[src/rtl/fp_add_arbiter_pkg.sv]
// fp_add_arbiter_pkg
// Purpose: shared widths, default adder latency, fp16 constants and the
//          tag type carried alongside the adder pipeline.
// Ports:   none (package).
package fp_add_arbiter_pkg;

   localparam int FP16_W            = 16;
   localparam int ADDER_LAT_DEFAULT = 4;

   // Tag id is sized for the largest supported requester count (8), so the
   // type can live in a package without depending on the NREQ parameter.
   localparam int MAX_ID_W = 3;

   localparam logic [FP16_W-1:0] FP16_ONE   = 16'h3C00;
   localparam logic [FP16_W-1:0] FP16_TWO   = 16'h4000;
   localparam logic [FP16_W-1:0] FP16_THREE = 16'h4200;
   localparam logic [FP16_W-1:0] FP16_FOUR  = 16'h4400;

   typedef struct packed {
      logic                valid;
      logic [MAX_ID_W-1:0] id;
   } tag_t;

endpackage

[src/rtl/fp_add_arbiter_rsp_fifo.sv]
// fp_add_arbiter_rsp_fifo
// Purpose: single-requester first-word fall-through response FIFO.
// Ports:
//   clk73, rst_n73  clock (rising edge), asynchronous active-low reset
//   wr_en_i         write wr_data_i at the end of this cycle
//   wr_data_i       sum coming off the adder
//   pop_i           consume the head entry (ignored when empty)
//   valid_o         FIFO holds at least one entry
//   head_o          head entry, or 0 when empty
module fp_add_arbiter_rsp_fifo
   import fp_add_arbiter_pkg::*;
#(
   parameter int DEPTH = 2
) (
   input  logic              clk73,
   input  logic              rst_n73,
   input  logic              wr_en_i,
   input  logic [FP16_W-1:0] wr_data_i,
   input  logic              pop_i,
   output logic              valid_o,
   output logic [FP16_W-1:0] head_o
);

   localparam int PTR_W = (DEPTH > 1) ? $clog2(DEPTH) : 1;
   localparam int CNT_W = $clog2(DEPTH + 1);

   logic [FP16_W-1:0] mem_q [DEPTH];
   logic [PTR_W-1:0]  wr_ptr_q, wr_ptr_d;
   logic [PTR_W-1:0]  rd_ptr_q, rd_ptr_d;
   logic [CNT_W-1:0]  count_q, count_d;
   logic              do_pop;

   // Pointers wrap explicitly so non-power-of-two depths work.
   function automatic logic [PTR_W-1:0] ptr_inc(input logic [PTR_W-1:0] p);
      return (p == PTR_W'(DEPTH - 1)) ? '0 : p + PTR_W'(1);
   endfunction

   assign valid_o = (count_q != '0);
   assign do_pop  = pop_i & valid_o;
   assign head_o  = valid_o ? mem_q[rd_ptr_q] : '0;

   always_comb begin
      wr_ptr_d = wr_en_i ? ptr_inc(wr_ptr_q) : wr_ptr_q;
      rd_ptr_d = do_pop ? ptr_inc(rd_ptr_q) : rd_ptr_q;
      count_d  = count_q + CNT_W'(wr_en_i) - CNT_W'(do_pop);
   end

   always_ff @(posedge clk73 or negedge rst_n73) begin
      if (!rst_n73) begin
         wr_ptr_q <= '0;
         rd_ptr_q <= '0;
         count_q  <= '0;
      end else begin
         wr_ptr_q <= wr_ptr_d;
         rd_ptr_q <= rd_ptr_d;
         count_q  <= count_d;
      end
   end

   // Storage is not reset; count_q alone decides what is visible.
   // On a full FIFO with a same-cycle pop the write lands in the slot that
   // the pop is vacating, which is safe because the head is read combinationally.
   always_ff @(posedge clk73) begin
      if (wr_en_i) begin
         mem_q[wr_ptr_q] <= wr_data_i;
      end
   end

   // Credits make this unreachable; firing means the credit accounting broke.
   a_no_overflow: assert property (@(posedge clk73) disable iff (!rst_n73)
      !(wr_en_i && (count_q == CNT_W'(DEPTH)) && !pop_i));

endmodule

[src/rtl/fp_add_arbiter.sv]
// fp_add_arbiter
// Purpose: shares one fixed-latency fp16 adder (no valid/stall) among NREQ
//          requesters with round-robin grant, credit-based flow control and
//          a per-requester response FIFO.
// Ports:
//   clk73, rst_n73            clock (rising edge), asynchronous active-low reset
//   req_valid73/req_ready73   per-requester request handshake (ready one-hot/zero)
//   req_a73/req_b73           fp16 operands, 16-bit slice per requester
//   rsp_valid73/rsp_ready73   per-requester response handshake
//   rsp_sum73                 FIFO head sum per requester (0 when empty)
//   adder_a73/adder_b73       operands to the external adder (0 when idle)
//   adder_sum73               sum from the adder, ADDER_LAT cycles later
//   busy73                    any op in flight or any response stored
module fp_add_arbiter
   import fp_add_arbiter_pkg::*;
#(
   parameter int NREQ      = 4,
   parameter int ADDER_LAT = ADDER_LAT_DEFAULT,
   parameter int RSP_DEPTH = 2
) (
   input  logic                   clk73,
   input  logic                   rst_n73,
   input  logic [NREQ-1:0]        req_valid73,
   output logic [NREQ-1:0]        req_ready73,
   input  logic [FP16_W*NREQ-1:0] req_a73,
   input  logic [FP16_W*NREQ-1:0] req_b73,
   output logic [NREQ-1:0]        rsp_valid73,
   input  logic [NREQ-1:0]        rsp_ready73,
   output logic [FP16_W*NREQ-1:0] rsp_sum73,
   output logic [FP16_W-1:0]      adder_a73,
   output logic [FP16_W-1:0]      adder_b73,
   input  logic [FP16_W-1:0]      adder_sum73,
   output logic                   busy73
);

   localparam int ID_W  = (NREQ > 1) ? $clog2(NREQ) : 1;
   localparam int CNT_W = $clog2(RSP_DEPTH + 1);

   logic [ID_W-1:0] ptr_q, ptr_d;
   tag_t            tag_q [ADDER_LAT];
   logic [NREQ-1:0] eligible;
   logic [NREQ-1:0] wr_en;
   logic            gnt_any;
   logic [ID_W-1:0] gnt_id;

   // Per-requester credit counter and response FIFO.
   for (genvar gi = 0; gi < NREQ; gi++) begin : g_req
      logic [CNT_W-1:0] cnt_q, cnt_d;
      logic             pop;

      assign pop          = rsp_valid73[gi] & rsp_ready73[gi];
      assign wr_en[gi]    = tag_q[ADDER_LAT-1].valid &&
                            (tag_q[ADDER_LAT-1].id == MAX_ID_W'(gi));
      // Gating with rst_n73 keeps ready low while reset is held.
      assign eligible[gi] = rst_n73 & req_valid73[gi] & (cnt_q < CNT_W'(RSP_DEPTH));
      // The retire write does not touch the credit; only issue and pop do.
      assign cnt_d        = cnt_q + CNT_W'(req_ready73[gi]) - CNT_W'(pop);

      always_ff @(posedge clk73 or negedge rst_n73) begin
         if (!rst_n73) begin
            cnt_q <= '0;
         end else begin
            cnt_q <= cnt_d;
         end
      end

      fp_add_arbiter_rsp_fifo #(
         .DEPTH(RSP_DEPTH)
      ) u_rsp_fifo (
         .clk73    (clk73),
         .rst_n73  (rst_n73),
         .wr_en_i  (wr_en[gi]),
         .wr_data_i(adder_sum73),
         .pop_i    (pop),
         .valid_o  (rsp_valid73[gi]),
         .head_o   (rsp_sum73[gi*FP16_W +: FP16_W])
      );
   end

   // Round-robin search from ptr_q upward with wrap. Scanning from the far
   // end and overwriting leaves the nearest eligible requester as winner.
   always_comb begin
      int idx;
      gnt_any = 1'b0;
      gnt_id  = '0;
      idx     = 0;
      for (int k = NREQ - 1; k >= 0; k--) begin
         idx = int'(ptr_q) + k;
         if (idx >= NREQ) begin
            idx = idx - NREQ;
         end
         if (eligible[idx]) begin
            gnt_any = 1'b1;
            gnt_id  = ID_W'(idx);
         end
      end
   end

   always_comb begin
      req_ready73 = '0;
      adder_a73   = '0;
      adder_b73   = '0;
      ptr_d       = ptr_q;
      if (gnt_any) begin
         req_ready73[gnt_id] = 1'b1;
         adder_a73           = req_a73[gnt_id*FP16_W +: FP16_W];
         adder_b73           = req_b73[gnt_id*FP16_W +: FP16_W];
         ptr_d               = (gnt_id == ID_W'(NREQ - 1)) ? '0 : gnt_id + ID_W'(1);
      end
   end

   // Tag pipe mirrors the adder latency; it shifts every cycle because the
   // adder itself never stalls.
   always_ff @(posedge clk73 or negedge rst_n73) begin
      if (!rst_n73) begin
         ptr_q <= '0;
         for (int k = 0; k < ADDER_LAT; k++) begin
            tag_q[k] <= '0;
         end
      end else begin
         ptr_q    <= ptr_d;
         tag_q[0] <= '{valid: gnt_any, id: MAX_ID_W'(gnt_id)};
         for (int k = 1; k < ADDER_LAT; k++) begin
            tag_q[k] <= tag_q[k-1];
         end
      end
   end

   always_comb begin
      busy73 = |rsp_valid73;
      for (int k = 0; k < ADDER_LAT; k++) begin
         busy73 = busy73 | tag_q[k].valid;
      end
   end

endmodule
[config.mk]
export PLATFORM = sky130hd
export DESIGN_NAME = fp_add_arbiter
export DESIGN_NICKNAME = d
export VERILOG_FILES = /design/src/rtl/fp_add_arbiter_pkg.sv /design/src/rtl/fp_add_arbiter_rsp_fifo.sv /design/src/rtl/fp_add_arbiter.sv
export SDC_FILE = /design/constraint.sdc
export NUM_CORES = 1
export LEC_CHECK = 0
export BUFFER_PORTS_ARGS = -buffer_cell sky130_fd_sc_hd__buf_2
export CORE_MARGIN = 1.5
export CORE_UTILIZATION = 35
export CTS_CLUSTER_DIAMETER = 40
export CTS_CLUSTER_SIZE = 14
export DETAILED_ROUTE_END_ITERATION = 8
export PLACE_DENSITY = 0.61
export SETUP_SLACK_MARGIN = 0.2
export SKIP_LAST_GASP = 1
export SLEW_MARGIN = 20
export SYNTH_ARGS = -nofsm -noshare
export SYNTH_HDL_FRONTEND = slang
export SYNTH_SLANG_ARGS = --single-unit
[constraint.sdc]
create_clock -name clk73 -period 5.54 [get_ports clk73]
set_input_delay 0.554 -clock clk73 [delete_from_list [all_inputs] [get_ports clk73]]
set_output_delay 0.554 -clock clk73 [all_outputs]
set_load 0.02 [all_outputs]
Word level (Yosys, flattened, before mapping)

Memories as Yosys holds them, arrays and structs flattened.
Cells that the tools add are included.

Reductions and logical operators: 11
Equality and inequality tests: 4
Shift-type cells: 2
Order comparisons: 14
Multiplexer cells: 50
Add/subtract/negate cells: 32
Bitwise operators: 20

Operator list:

| operator            | number |
|---|---|
| $lt 32x4->1 const B | 4 |
| $mux 32             | 4 |
| $shiftx 64x7->16    | 2 |
| $mux 16             | 6 |
| $mux 1              | 29 |
| $add 2x1->2         | 8 |
| $and 1x1->1         | 16 |
| $sub 2x1->2         | 8 |
| $sub 3x3->4 const B | 3 |
| $mux 2              | 5 |
| $ge 3x3->1 const B  | 3 |
| $add 1x1->1 const B | 8 |
| $bmux 1 s2          | 4 |
| $lt 2x2->1 const B  | 4 |
| $reduce_bool 2->1   | 4 |
| $add 2x2->3 const B | 2 |
| $eq 2x2->1 const B  | 3 |
| $logic_and 1x1->1   | 5 |
| $mux 4              | 1 |
| $or 1x1->1          | 4 |
| $reduce_or 4->1     | 1 |
| $sub 2x3->4 const B | 1 |
| $add 2x1->3 const B | 1 |
| $ge 2x3->1 const B  | 1 |
| other kinds (6)     | 6 |

Memories: 4
Memory bits (writable): 128
Register bits after elaboration: 38
Word-level logic and storage cells: 162
Output and inout port bits: 105
Input bits: 154

Memory list:

| memory                    | words | bits a word | read ports | clocked after Yosys merged registers in | wr ports | RTL line                      | text |
|---|---|---|---|---|---|---|---|
| g_req[0].u_rsp_fifo.mem_q | 2     | 16          | 1          | 0                                       | 1        | fp_add_arbiter_rsp_fifo.sv:27 | `logic [FP16_W-1:0] mem_q [DEPTH];` |
| g_req[1].u_rsp_fifo.mem_q | 2     | 16          | 1          | 0                                       | 1        | fp_add_arbiter_rsp_fifo.sv:27 |  |
| g_req[2].u_rsp_fifo.mem_q | 2     | 16          | 1          | 0                                       | 1        | fp_add_arbiter_rsp_fifo.sv:27 |  |
| g_req[3].u_rsp_fifo.mem_q | 2     | 16          | 1          | 0                                       | 1        | fp_add_arbiter_rsp_fifo.sv:27 |  |

Longest topological paths before layout

Gate-level depths: netlist (run 1).

Depth in word-level cells: 17
Mapped depth: 12
Depth with buffers taken out: 10

Hierarchy

From an unflattened synthesis (run 1), not the netlist that was laid out.

Cells, all modules: 544
Area total of the unflattened synthesis: 7,712.4 um^2

By module, submodules not included:

| module                  | area each (um^2) | seq. area each (um^2) | cells each | instances |
|---|---|---|---|---|
| fp_add_arbiter_rsp_fifo | 1,426.4          | 1,061.0               | 85         | 4 |
| fp_add_arbiter          | 2,006.9          | 550.5                 | 204        | 1 |

Worst setup path before layout (run 1)

Ideal clock, no wire load.

Path type: input to register
Start: in req_valid73[1]
End: reg g_req[3].cnt_q[1]
Data required time: 5.417 ns
Stages: 12
Library setup time: 0.123 ns
Arrival: 2.497 ns
Buffers on the path: 2
Setup slack: 2.920 ns
Path through: nor2b_2 -> or3_1 -> o221ai_1 -> or2_1 -> buf_4 -> buf_6 -> inv_1 -> ha_1 -> and2_1 -> ha_1 -> xnor2_1 -> xnor2_1

Longest elaborated chain between the ends: 16
Elaborated cells between the ends (all ways): 30
Those cells by class: add/sub: 2; order compare: 2; mux: 23; bitwise: 2; reduce/logical: 1

RTL lines:

| element                                                        | RTL line              | text |
|---|---|---|
| from (decl)                                                    | fp_add_arbiter.sv:23  | `input logic [NREQ-1:0] req_valid73,` |
| $and 1x1->1 * (2 in series)                                    | fp_add_arbiter.sv:55  | `assign eligible[gi] = rst_n73 & req_valid73[gi] & (cnt_q < CNT_W'(RSP_DEPTH));` |
| $bmux 1 s2                                                     | fp_add_arbiter.sv:92  | `if (eligible[idx]) begin` |
| $mux 1 (not written as such) (2 in series)                     | fp_add_arbiter.sv:92  |  |
| $mux 2 (4 in series)                                           | fp_add_arbiter.sv:92  |  |
| $lt 2x3->1 (not written as such) or $ge 2x1->1 (tied branches) | fp_add_arbiter.sv:105 | `req_ready73[gnt_id] = 1'b1;` |
| $logic_and 1x1->1 (not written as such)                        | fp_add_arbiter.sv:105 |  |
| $mux 1 (not written as such)                                   | fp_add_arbiter.sv:105 |  |
| $demux 1 s2                                                    | fp_add_arbiter.sv:105 |  |
| $mux 4 *                                                       | fp_add_arbiter.sv:104 | `if (gnt_any) begin` |
| net req_ready73[3]                                             | fp_add_arbiter.sv:24  | `output logic [NREQ-1:0] req_ready73,` |
| $add 2x1->2 *                                                  | fp_add_arbiter.sv:57  | `assign cnt_d = cnt_q + CNT_W'(req_ready73[gi]) - CNT_W'(pop);` |
| $sub 2x1->2 *                                                  | fp_add_arbiter.sv:57  |  |
| net g_req[3].cnt_d[1]                                          | fp_add_arbiter.sv:48  | `logic [CNT_W-1:0] cnt_q, cnt_d;` |
| to (signal assigned)                                           | fp_add_arbiter.sv:63  | `cnt_q <= cnt_d;` |
| to (decl)                                                      | fp_add_arbiter.sv:48  |  |

The timed path passes the listed nets; every way through them passes the cells marked *. The select of a mux whose other input is x is not followed.
A chain may end at the register's enable or synchronous reset.

Worst setup path after layout (run 1)

Start: reg g_req[3].cnt_q[1]
End: out adder_b73[8]

Longest elaborated chain between the ends: 11
Elaborated cells between the ends (all ways): 24
Those cells by class: order compare: 1; shift: 1; mux: 21; bitwise: 1

RTL lines:

| element                                    | RTL line              | text |
|---|---|---|
| $lt 2x2->1 *                               | fp_add_arbiter.sv:55  |  |
| $and 1x1->1 *                              | fp_add_arbiter.sv:55  |  |
| $bmux 1 s2                                 | fp_add_arbiter.sv:92  |  |
| $mux 1 (not written as such) (2 in series) | fp_add_arbiter.sv:92  |  |
| $mux 2 (4 in series)                       | fp_add_arbiter.sv:92  |  |
| $shiftx 64x7->16                           | fp_add_arbiter.sv:107 | `adder_b73 = req_b73[gnt_id*FP16_W +: FP16_W];` |
| $mux 16 *                                  | fp_add_arbiter.sv:104 |  |
| to (decl)                                  | fp_add_arbiter.sv:31  | `output logic [FP16_W-1:0] adder_b73,` |

Every way passes the cells marked *; elsewhere a longest branch is shown, timed or not. The select of a mux whose other input is x is not followed.

==> key figures, run 1 <==
Status
  – Outcome: completed

Setup path
  – Number of cell instances on the worst register-to-register path: 10
  – Worst setup path category: flop to primary output
  – Maximum fanout along the worst path: 39
  – Type of element launching the critical path: flop
  – Data required, critical path: 4.99 ns
  – Critical path endpoint category: primary output
  – CP Data Arrival Time: 2.85 ns

Synthesis
  – Sequential cell area fraction in the yosys report: 63.09%
  – Cell count after synthesis: 536
  – Count of flip-flops with a built-in enable after synthesis: 128
  – Number of distinct library cell variants in the gate-level netlist after synthesis: 39
  – Flip-flop and latch count after synthesis: 166
  – Number of nets produced by synthesis: 707
  – Primary FF master, synth: sky130_fd_sc_hd__edfxtp_1
  – Average cell area after synthesis: 14.18 um^2
  – Synth async-reset ratio: 22.89%
  – Combined area of all synthesized cells: 7600 um^2
  – YS warnings: 0

Clock tree
  – Total number of clock tree sinks: 166
  – CTS-repair resized insts: 0
  – Clock-pin slew on the worst setup and hold paths: 0.06 ns
  – Clock buffer depth: 2
  – Clock Tree Root: sky130_fd_sc_hd__clkbuf_16
  – Clock H-tree levels: 4
  – Clock latency reported for the late side of the worst-skew pair: 0.42 ns
  – Number of buffers added to fix hold violations after cts: 0
  – Clock tree from TritonCTS: yes
  – Post-CTS setup buffer count: 0
  – CTS buffer count: 17

Finish
  – Ratio of cells with drive above 1 in the final layout: 39.70%
  – Commonest non-fill, non-tap cells in the layout: 258 x sky130_fd_sc_hd__buf_2, 128 x sky130_fd_sc_hd__mux2i_1, 128 x sky130_fd_sc_hd__edfxtp_1, 79 x sky130_fd_sc_hd__nor2_1, 38 x sky130_fd_sc_hd__dfrtp_1
  – Number of nets in the layout: 969
  – Post-route insts no fill: 1,087
  – Area grow syn2layout: 28.25%
  – End-of-flow core utilization: 46.08%
  – Most common library cell in the layout ignoring fill and taps: sky130_fd_sc_hd__buf_2

Timing
  – F_max: 293.4 MHz
  – Final worst hold slack: 0.06550 ns
  – Number of max-slew violations in the final report: 0
  – Tightest Pin Transition: 0.9929 ns
  – Post-layout worst setup margin: 2.131 ns
  – Worst Skew: 0.007538 ns
  – Unrepaired setup endpoints after global routing: no
  – Final period utilization: 61.53%
  – Final Hold Violating Endpoints: 0
  – Setup violation total in the final timing report: 0
  – Fin crit period: 3.409 ns
  – Slew HR: 33.81%
  – TNS Setup: 0 ns

Place
  – RePlAce Congestion: 0.8565
  – Count of placed standard cells including taps: 1,054
  – HPWL reported at the end of detailed placement: 13,250 um
  – Worst setup slack before clock tree synthesis: 2.107 ns
  – Total of buffers placed on input and output ports: 258

GRT
  – GRT Util Overall: 15.60%
  – Grt total ovfl: 0
  – Maximum number of pins on one net before global-route repair: 40
  – Number of global-route vias before repair: 4,833
  – Initial antenna violation count: 1
  – Wire length of the first global-routing pass: 26,010 um

Floorplan
  – Die Wd: 150.4 um
  – Top Ports: 259
  – Placeable core region: 21,150 um^2
  – Y dimension of the die: 150.4 um
  – Initial standard-cell utilization of the core: 35.93%
  – DIE AREA: 22,610 um^2
  – Standard-cell row count: 53

Worst hold path
  – Class of the tightest hold or removal check: input port to asynchronous set/reset pin

Drt
  – Count of nets left with antenna violations after detail routing: 0
  – 1st-iter DRT viols: 258
  – Via-to-Cell Ratio: 4.628
  – DR DRC count: 0
  – Detailed-router iteration count before antenna repair: 4
  – Total vias in the final route: 5,031
  – Aggregate routed wire length: 17,530 um
  – WL per Instance: 16.12 um

Pwr
  – Pwr/cell area: 507.6 nW/um^2
  – Leakage power summed over all cells: 4.269 nW
  – Max VDD drop: 0.1985 mV

Job
  – Maximum capacitance violations: 0
==> cells in the mapped netlist, types with 2 or more instances <==
cell                       count  area share [%]
sky130_fd_sc_hd__o21ai_1       2            0.13
sky130_fd_sc_hd__ha_1         17             2.8
sky130_fd_sc_hd__o21ai_0       2            0.13
sky130_fd_sc_hd__dfrtp_1      38              13
sky130_fd_sc_hd__buf_8         3            0.59
sky130_fd_sc_hd__buf_6         3            0.44
sky130_fd_sc_hd__inv_1        24             1.2
sky130_fd_sc_hd__xor2_1        4            0.46
sky130_fd_sc_hd__nor2b_2       2            0.23
sky130_fd_sc_hd__clkbuf_1      9            0.44
sky130_fd_sc_hd__nand3b_1      2            0.20
sky130_fd_sc_hd__buf_4         9            0.89
sky130_fd_sc_hd__nand2b_1      2            0.16
sky130_fd_sc_hd__o211a_1       2            0.26
sky130_fd_sc_hd__edfxtp_1    128              51
sky130_fd_sc_hd__nor2_1       79             3.9
sky130_fd_sc_hd__o22ai_2      10             1.6
sky130_fd_sc_hd__mux2i_1     128              17
sky130_fd_sc_hd__nor2b_1       5            0.41
sky130_fd_sc_hd__o22ai_1      22             1.8
sky130_fd_sc_hd__buf_2         7            0.46
sky130_fd_sc_hd__a21oi_1       2            0.13
sky130_fd_sc_hd__xnor2_1      20             2.3
==> critical path, cell delays in order, from the launching register on <==
cell and delay (ns):
sky130_fd_sc_hd__dfrtp_1 0.40, sky130_fd_sc_hd__nand2b_1 0.18, sky130_fd_sc_hd__a21oi_1 0.24, sky130_fd_sc_hd__o211a_4 0.62, sky130_fd_sc_hd__buf_4 0.42, sky130_fd_sc_hd__mux2i_1 0.27
sky130_fd_sc_hd__o22ai_2 0.10, sky130_fd_sc_hd__buf_2 0.18
==> cells by family after synthesis <==
logic type	Yosys count	share of synthesized area [%]
flip-flops	166	63.09
AND/OR/NAND/NOR	100	5.746
buffers and inverters	56	4.116
AO/OA/AOI/OAI	45	4.626
adder cells (fa/ha/maj)	17	2.799
multiplexers	128	16.86
XOR/XNOR	24	2.766
==> final timing paths <==
check | slack (ns) | to | start
setup / recovery | 2.13 | adder_b73[8] | g_req[3].cnt_q[1]
hold / removal | 0.07 | g_req[1].cnt_q[0] | rst_n73
setup reg to reg | 2.91 | g_req[3].cnt_q[1] | g_req[2].cnt_q[1]
hold reg to reg | 0.34 | tag_q[4] | tag_q[8]
max in group asynchronous | 4.80 | tag_q[8] | rst_n73
min in group clk73 | 0.34 | tag_q[4] | tag_q[8]
==> sequential cells by signal, indices dropped and copies added, names as in the netlist <==
register / count
ptr_q: 2
tag_q: 12
g_req.u_rsp_fifo.mem_q: 128
g_req.u_rsp_fifo.rd_ptr_q: 4
g_req.u_rsp_fifo.count_q: 8
g_req.u_rsp_fifo.wr_ptr_q: 4
g_req.cnt_q: 8
==> cell type report <==
| type | count | area, um^2 |
|---|---|---|
| sequential | 166 | 4795 |
| fill | 1944 | 11410 |
| antenna | 1 | 2.502 |
| tap | 275 | 344.1 |
| timing repair buffer | 275 | 1419 |
| clock inverter | 15 | 167.7 |
| inverter | 24 | 90.09 |
| multi-input combinational | 314 | 2504 |
| clock buffer | 17 | 425.4 |
==> through the flow <==
stage	power [mW]	area (um^2)
CTS	5.011	9744
global placement	3.830	9151
finish	4.947	9747
floorplan	3.213	7600
detailed placement	3.842	9151
global route	5.257	9747
==> metal layers <==
| metal | up-vias | GRT usage [%] | part of all wire [%] |
|---|---|---|---|
| met5 | - | 0 | 0 |
| met4 | 0 | 5.098 | 2.0 |
| met3 | 15 | 4.394 | 6.7 |
| met2 | 214 | 27.71 | 52 |
| met1 | 2329 | 18.06 | 39 |
| li1 | 2473 | - | - |
==> power by group <==
part | switching [mW] | internal, mW | total, mW | leakage (nW)
clock network | 0.492 | 0.676 | 1.17 | 0.290
registers | 0.214 | 1.56 | 1.78 | 1.62
logic | 1.20 | 0.802 | 2.00 | 2.36
total | 1.91 | 3.04 | 4.95 | 4.27
No activity file was read; power rests on OpenSTA's default activity.
==> run 2: changes to the inputs <==
--- a/config.mk
+++ b/config.mk
@@ -5,13 +5,14 @@
 export SDC_FILE = /design/constraint.sdc
 export NUM_CORES = 1
 export LEC_CHECK = 0
+export ABC_AREA = 1
 export BUFFER_PORTS_ARGS = -buffer_cell sky130_fd_sc_hd__buf_2
 export CORE_MARGIN = 1.5
 export CORE_UTILIZATION = 35
 export CTS_CLUSTER_DIAMETER = 40
 export CTS_CLUSTER_SIZE = 14
 export DETAILED_ROUTE_END_ITERATION = 8
-export PLACE_DENSITY = 0.61
+export PLACE_DENSITY = 0.6
 export SETUP_SLACK_MARGIN = 0.2
 export SKIP_LAST_GASP = 1
 export SLEW_MARGIN = 20
==> constraint.sdc (replaced) <==
create_clock -name clk73 -period 3.45 [get_ports clk73]
set_input_delay 0.345 -clock clk73 [delete_from_list [all_inputs] [get_ports clk73]]
set_output_delay 0.345 -clock clk73 [all_outputs]
set_load 0.02 [all_outputs]
==> run 2 against run 1 <==
  * Sequential share of layout area is 3.5 points lower
  * Die area is 9.8% higher
  * Synthesized cell count is 66% higher
  * Clock-buffer cell count is 4 higher
  * Global-route usage is 1.5 points higher
  * Critical path type unchanged
  * Critical endpoint is now adder_b73[6]
  * Via count is 34% higher
  * Hold slack worse by 0.019 ns
  * Largest cell class unchanged
  * First-iteration DRC count is 64% higher
  * Non-clock buffer count is 2 higher
==> key figures, run 2 <==
Timing
  – Final period utilization: 87.49%
  – Setup violation total in the final timing report: 0
  – Fin crit period: 3.018 ns
  – Final worst hold slack: 0.04688 ns
  – Final Hold Violating Endpoints: 0
  – Worst Skew: 0.006327 ns
  – TNS Setup: 0 ns
  – Slew HR: 54.91%
  – F_max: 331.3 MHz
  – Unrepaired setup endpoints after global routing: yes
  – Tightest Pin Transition: 0.6763 ns
  – Number of max-slew violations in the final report: 0

Finish
  – Largest registers: g_req.u_rsp_fifo.mem_q (128), tag_q (12)
  – Number of nets in the layout: 1,306
  – Register area: 4795 um^2
  – Most common library cell in the layout ignoring fill and taps: sky130_fd_sc_hd__buf_2
  – Number of flip-flops in the largest register: 128
  – Area grow syn2layout: 25.52%
  – Area taken by multi-input logic gates: 2738 um^2
  – Reg with most FFs: g_req.u_rsp_fifo.mem_q
  – Post-route insts no fill: 1,467
  – Commonest non-fill, non-tap cells in the layout: 258 x sky130_fd_sc_hd__buf_2, 206 x sky130_fd_sc_hd__nand2_1, 135 x sky130_fd_sc_hd__inv_1, 128 x sky130_fd_sc_hd__edfxtp_1, 109 x sky130_fd_sc_hd__nand3_1
  – Ratio of cells with drive above 1 in the final layout: 28.83%
  – # diodes: 0
  – Count of fill cells added during filler insertion: 2,289

Synthesis
  – Primary FF master, synth: sky130_fd_sc_hd__edfxtp_1
  – Number of nets produced by synthesis: 1,060
  – Mux contribution to synthesized area: 0%
  – Combined area of all synthesized cells: 8358 um^2
  – Number of distinct library cell variants in the gate-level netlist after synthesis: 25
  – Leading post-synthesis cells by cell area: sky130_fd_sc_hd__edfxtp_1 46%, sky130_fd_sc_hd__dfrtp_1 11%, sky130_fd_sc_hd__nand2_1 9.3%
  – Synth Area in Compound Gates: 5.928%
  – Xor-xnor portion of the synthesized cell area: 2.515%
  – Synth async-reset ratio: 22.89%
  – Flip-flop and latch count after synthesis: 166
  – Sequential cell area fraction in the yosys report: 57.37%
  – Main combinational cell family by area after synthesis: simple AND/OR/NAND/NOR gates
  – YS warnings: 0
  – Post-Synth Simple-Gate Area: 21.77%
  – Cell with the most instances after synthesis: sky130_fd_sc_hd__nand2_1
  – Count of flip-flops with a built-in enable after synthesis: 128
  – Cell count after synthesis: 889
  – Biggest area consumer among synthesized cells: sky130_fd_sc_hd__edfxtp_1
  – Post-Synth Adder-Cell Area: 2.545%
  – Fraction of synthesized cell area taken by the top area cell type: 45.99%
  – Top cell types by occurrence after synthesis: 206 x sky130_fd_sc_hd__nand2_1, 135 x sky130_fd_sc_hd__inv_1, 128 x sky130_fd_sc_hd__edfxtp_1, 109 x sky130_fd_sc_hd__nand3_1, 97 x sky130_fd_sc_hd__a21oi_1
  – Average cell area after synthesis: 9.402 um^2

GRT
  – Wire length of the first global-routing pass: 32,370 um
  – Initial antenna violation count: 0
  – GRT Util Overall: 17.14%
  – Grt total ovfl: 0
  – Maximum number of pins on one net before global-route repair: 65
  – Number of global-route vias before repair: 6,335

Drt
  – Aggregate routed wire length: 21,010 um
  – DR DRC count: 0
  – WL per Instance: 14.32 um
  – Detailed-router iteration count before antenna repair: 4
  – Total vias in the final route: 6,749
  – 1st-iter DRT viols: 422
  – Via-to-Cell Ratio: 4.601
  – Count of nets left with antenna violations after detail routing: 0

Setup path
  – Worst setup path category: flop to primary output
  – Data required, critical path: 3.11 ns
  – Maximum fanout along the worst path: 64
  – Type of element launching the critical path: flop
  – CP Data Arrival Time: 2.67 ns
  – Critical path endpoint category: primary output

Floorplan
  – Top Ports: 259
  – Y dimension of the die: 157.5 um
  – DIE AREA: 24,820 um^2
  – Placeable core region: 23,470 um^2
  – Die Wd: 157.5 um
  – Initial standard-cell utilization of the core: 35.61%
  – Standard-cell row count: 56

Clock tree
  – Clock Tree Root: sky130_fd_sc_hd__clkbuf_16
  – Clock tree from TritonCTS: yes
  – Total number of clock tree sinks: 166
  – Clock latency reported for the late side of the worst-skew pair: 0.42 ns
  – Clock buffer depth: 2
  – Post-CTS setup buffer count: 0
  – Clock H-tree levels: 4
  – CTS buffer count: 17
  – Clock-pin slew on the worst setup and hold paths: 0.06 ns

Status
  – Outcome: completed

Place
  – RePlAce Congestion: 0.8469
  – Total of buffers placed on input and output ports: 258
  – Count of placed standard cells including taps: 1,434
  – HPWL reported at the end of detailed placement: 15,110 um

Job
  – Maximum capacitance violations: 0

Worst hold path
  – Class of the tightest hold or removal check: input port to asynchronous set/reset pin
[run 2: changes by cell type after synthesis, moves of 10 or more]
cell                       previous run  this run
sky130_fd_sc_hd__inv_1               24       135
sky130_fd_sc_hd__nor2_1              79        20
sky130_fd_sc_hd__buf_2                7        18
sky130_fd_sc_hd__o22ai_1             22         0
sky130_fd_sc_hd__nand2_1              1       206
sky130_fd_sc_hd__nand3_1              1       109
sky130_fd_sc_hd__nand2_2              0        17
sky130_fd_sc_hd__nand3b_1             2        32
sky130_fd_sc_hd__a21oi_1              2        97
sky130_fd_sc_hd__o22ai_2             10         0
sky130_fd_sc_hd__mux2i_1            128         0
[run 2: final timing paths]
path / end / slack [ns] / depth (start not counted) / from
min in group clk73: g_req[2].u_rsp_fifo.mem_q[0][5] / 0.23 / 1 / adder_sum73[5]
hold reg to reg: tag_q[9] / 0.35 / 0 / tag_q[13]
setup / recovery: adder_b73[6] / 0.43 / 13 / ptr_q[0]
setup reg to reg: g_req[0].cnt_q[1] / 0.90 / 13 / ptr_q[0]
max in group asynchronous: tag_q[12] / 2.87 / 2 / rst_n73
hold / removal: g_req[2].cnt_q[0] / 0.05 / 2 / rst_n73
[run 2: cell type report]
| cell class | instances | area share (%) |
|---|---|---|
| Multi-Input combinational cell | 533 | 26.09 |
| Timing Repair Buffer | 277 | 13.76 |
| Tap cell | 319 | 3.804 |
| Clock inverter | 11 | 1.419 |
| Inverter | 140 | 5.021 |
| Clock buffer | 21 | 4.198 |
| Sequential cell | 166 | 45.70 |
[run 2: metrics by stage]
step	setup WS (ns)	util, %	area, um^2
CTS	0.2756	44.66	10480
global placement	0.7147	42.11	9883
finish	0.4317	44.70	10490
global route	0.1703	44.70	10490
detailed placement	0.6715	42.11	9883
floorplan	0.9383	-	8358
[run 2: cells by family (layout without fill, tap and decap cells)]
logic type      Yosys count  in the layout
simple gates            393            393
buf+inv                 190            449
flops                   166            166
compound gates           99             99
xor+xnor                 24             24
fa+ha+maj                17             17
[run 2: layer usage]
layer / track usage (%) / wire length, um / vias up
met5: 0 / 0 / -
met3: 3.111 / 1265 / 27
met1: 21.33 / 8826 / 3092
met4: 6.379 / 401 / 0
li1: - / - / 3387
met2: 29.60 / 10520 / 243
[run 2: worst max-delay path, stage by stage (launching register included)]
cell,delay (ns)
sky130_fd_sc_hd__dfrtp_1,0.46
sky130_fd_sc_hd__inv_2,0.15
sky130_fd_sc_hd__nand2_1,0.10
sky130_fd_sc_hd__nand2_2,0.07
sky130_fd_sc_hd__nand3_2,0.09
sky130_fd_sc_hd__nand2_2,0.06
sky130_fd_sc_hd__inv_2,0.06
sky130_fd_sc_hd__nand2_2,0.05
sky130_fd_sc_hd__nand3_2,0.07
sky130_fd_sc_hd__buf_4,0.54
sky130_fd_sc_hd__nand3_1,0.17
sky130_fd_sc_hd__nand3_1,0.11
sky130_fd_sc_hd__a21oi_1,0.12
sky130_fd_sc_hd__buf_2,0.19
[run 2: timing repair]
item                                    in CTS  in global routing
hold buffers                                 1                  0
endpoints found under the setup margin       0                 32
resized for setup                            0                  3
hold endpoints to repair                     4                  0
Power of run 2 is left out: the tool's default activity adds up to more than one toggle a clock period on the data nets, which glitch-free logic cannot reach.
==> run 3: changes to the inputs <==
--- a/config.mk
+++ b/config.mk
@@ -7,12 +7,14 @@
 export LEC_CHECK = 0
 export ABC_AREA = 1
 export BUFFER_PORTS_ARGS = -buffer_cell sky130_fd_sc_hd__buf_2
+export CAP_MARGIN = 20
 export CORE_MARGIN = 1.5
-export CORE_UTILIZATION = 35
+export CORE_UTILIZATION = 52
 export CTS_CLUSTER_DIAMETER = 40
 export CTS_CLUSTER_SIZE = 14
 export DETAILED_ROUTE_END_ITERATION = 8
-export PLACE_DENSITY = 0.6
+export GPL_TIMING_DRIVEN = 0
+export PLACE_DENSITY = 0.83
 export SETUP_SLACK_MARGIN = 0.2
 export SKIP_LAST_GASP = 1
 export SLEW_MARGIN = 20
==> run 3 against run 2 <==
  * Register-to-register slack improved by 0.08 ns
  * Global-route usage increased by 7.9 points
  * Clock skew increased by 0.0027 ns
  * Maximum frequency decreased by 2.3%
  * Cell area increased by 0.88%
  * Setup slack got worse by 0.071 ns
  * Die area decreased by 32%
  * First-iteration DRC count increased by 2.1%
  * Utilization increased by 22 points
  * Hold slack improved by 0.17 ns
==> key figures, run 3 (synthesized netlist as in run 2, its figures left out) <==
Status
  – Outcome: completed

Timing
  – Slew HR: 42.30%
  – Final Hold Violating Endpoints: 0
  – TNS Setup: 0 ns
  – Number of max-slew violations in the final report: 0
  – Worst Skew: 0.009046 ns
  – Setup violation total in the final timing report: 0
  – Tightest Pin Transition: 0.8646 ns
  – Final period utilization: 89.55%
  – F_max: 323.7 MHz
  – Unrepaired setup endpoints after global routing: yes
  – Fin crit period: 3.089 ns

Floorplan
  – Top Ports: 259
  – Y dimension of the die: 129.8 um
  – Standard-cell row count: 46
  – Initial standard-cell utilization of the core: 53.00%
  – Die Wd: 129.8 um
  – DIE AREA: 16,840 um^2
  – Placeable core region: 15,770 um^2

Setup path
  – Data required, critical path: 3.11 ns
  – Top delay family on crit path: buffers and inverters
  – Maximum single-stage delay on the critical path: 0.52 ns
  – Type of element launching the critical path: input port
  – Maximum fanout along the worst path: 10
  – Worst-path cell with the longest stage delay: sky130_fd_sc_hd__dlygate4sd3_1
  – Launch instance of the worst register-to-register path: ptr_q[0]
  – CP Launch Point: rst_n73
  – Critical path endpoint category: primary output
  – Worst setup path category: input port to primary output
  – Sum of buffers and inverters on the critical path: 5
  – Cells along the critical path: dlygate4sd3_1 -> buf_4 -> nand3_1 -> nand2_1 -> nand3_1 -> nand2_1 -> nor2_1 -> nand3_2 -> clkinv_1 -> buf_1 -> a21oi_1 -> buf_2
  – CP Data Arrival Time: 2.74 ns

Finish
  – Area grow syn2layout: 26.63%
  – Largest registers: g_req.u_rsp_fifo.mem_q (128), tag_q (12)
  – Most common library cell in the layout ignoring fill and taps: sky130_fd_sc_hd__buf_2
  – Area taken by multi-input logic gates: 2763 um^2
  – Reg with most FFs: g_req.u_rsp_fifo.mem_q
  – Number of flip-flops in the largest register: 128
  – Register area: 4795 um^2
  – Ratio of cells with drive above 1 in the final layout: 30.31%
  – Number of nets in the layout: 1,339
  – Count of fill cells added during filler insertion: 1,247
  – Commonest non-fill, non-tap cells in the layout: 275 x sky130_fd_sc_hd__buf_2, 206 x sky130_fd_sc_hd__nand2_1, 135 x sky130_fd_sc_hd__inv_1, 128 x sky130_fd_sc_hd__edfxtp_1, 109 x sky130_fd_sc_hd__nand3_1

Drt
  – Met1 Wirelength: 8512 um
  – Count of nets left with antenna violations after detail routing: 0
  – Highest routed layer: met5
  – WL per Instance: 15.15 um
  – Via-to-Cell Ratio: 5.060
  – DR DRC count: 0
  – Routed length on met3: 1402 um
  – Total vias in the final route: 7,074
  – Detailed-router iteration count before antenna repair: 5
  – Aggregate routed wire length: 21,170 um
  – Met2 Routed Length: 10,680 um
  – 1st-iter DRT viols: 431

Place
  – RePlAce Congestion: 0.8982
  – Total of buffers placed on input and output ports: 258
  – HPWL reported at the end of detailed placement: 15,820 um

Clock tree
  – Post-CTS setup buffer count: 0
  – CTS buffer count: 17
  – Clock tree from TritonCTS: yes
  – Clock buffer depth: 2
  – Clock latency reported for the late side of the worst-skew pair: 0.43 ns
  – Clock Tree Root: sky130_fd_sc_hd__clkbuf_16
  – Clock H-tree levels: 4
  – Clock-pin slew on the worst setup and hold paths: 0.07 ns
  – Total number of clock tree sinks: 166

Worst hold path
  – Class of the tightest hold or removal check: input port to flop
  – Hold path startpoint: adder_sum73[1]

Job
  – Maximum capacitance violations: 0

GRT
  – Grt total ovfl: 0
  – GRT Util Overall: 25.04%
  – Initial antenna violation count: 2
  – Number of global-route vias before repair: 6,549
  – Maximum number of pins on one net before global-route repair: 39
  – Wire length of the first global-routing pass: 31,960 um
## run 3: through the flow
| stage | hold slack, ns | worst slack, ns | area [um^2] | util, % | cells |
|---|---|---|---|---|---|
| finish | 0.2144 | 0.3606 | 10580 | 67.11 | 1398 |
| global route | 0.2159 | 0.1930 | 10580 | 67.11 | 1398 |
| CTS | 0.2179 | 0.3061 | 10580 | 67.06 | 1397 |
| detailed placement | 0.3347 | 0.03938 | 9940 | 63.03 | 1363 |
| global placement | 0.3334 | 0.1232 | 9920 | 62.90 | 1363 |
| floorplan | 0.04941 | 0.9383 | 8358 | - | 889 |
## run 3: cell type report
cell class	instances	share of cell area [%]
plain buffers	50	2.849
multi-input cells	533	26.10
diodes	1	0.02364
flip-flops and latches	166	45.30
clock inverters	14	1.643
repair buffers	260	12.51
well taps	216	2.553
inverters	140	4.965
clock buffers	18	4.055
## run 3: per-layer routing
metal / up-vias / track usage [%]
met2: 308 / 42.73
met3: 42 / 5.002
met5: - / 0
met4: 2 / 10.13
met1: 3263 / 31.45
li1: 3459 / -
## run 3: what timing repair did
action	in CTS	in global routing
setup endpoints to repair	6	2
gates resized for setup	1	2
hold buffers	2	0
endpoints found under the hold margin	38	0
## run 3: final timing paths
check                                                       end  slack [ns]  depth (start not counted)
worst min register to register                         tag_q[0]        0.35                          0
min in group asynchronous                     g_req[2].cnt_q[1]        0.46                          3
max in group asynchronous          g_req[0].u_rsp_fifo.rd_ptr_q        2.80                          3
worst min-delay path            g_req[3].u_rsp_fifo.mem_q[0][1]        0.21                          1
worst max-delay path                              adder_b73[10]        0.36                         12
worst max register to register                g_req[3].cnt_q[1]        0.98                         18
Power of run 3 is left out for the same reason.
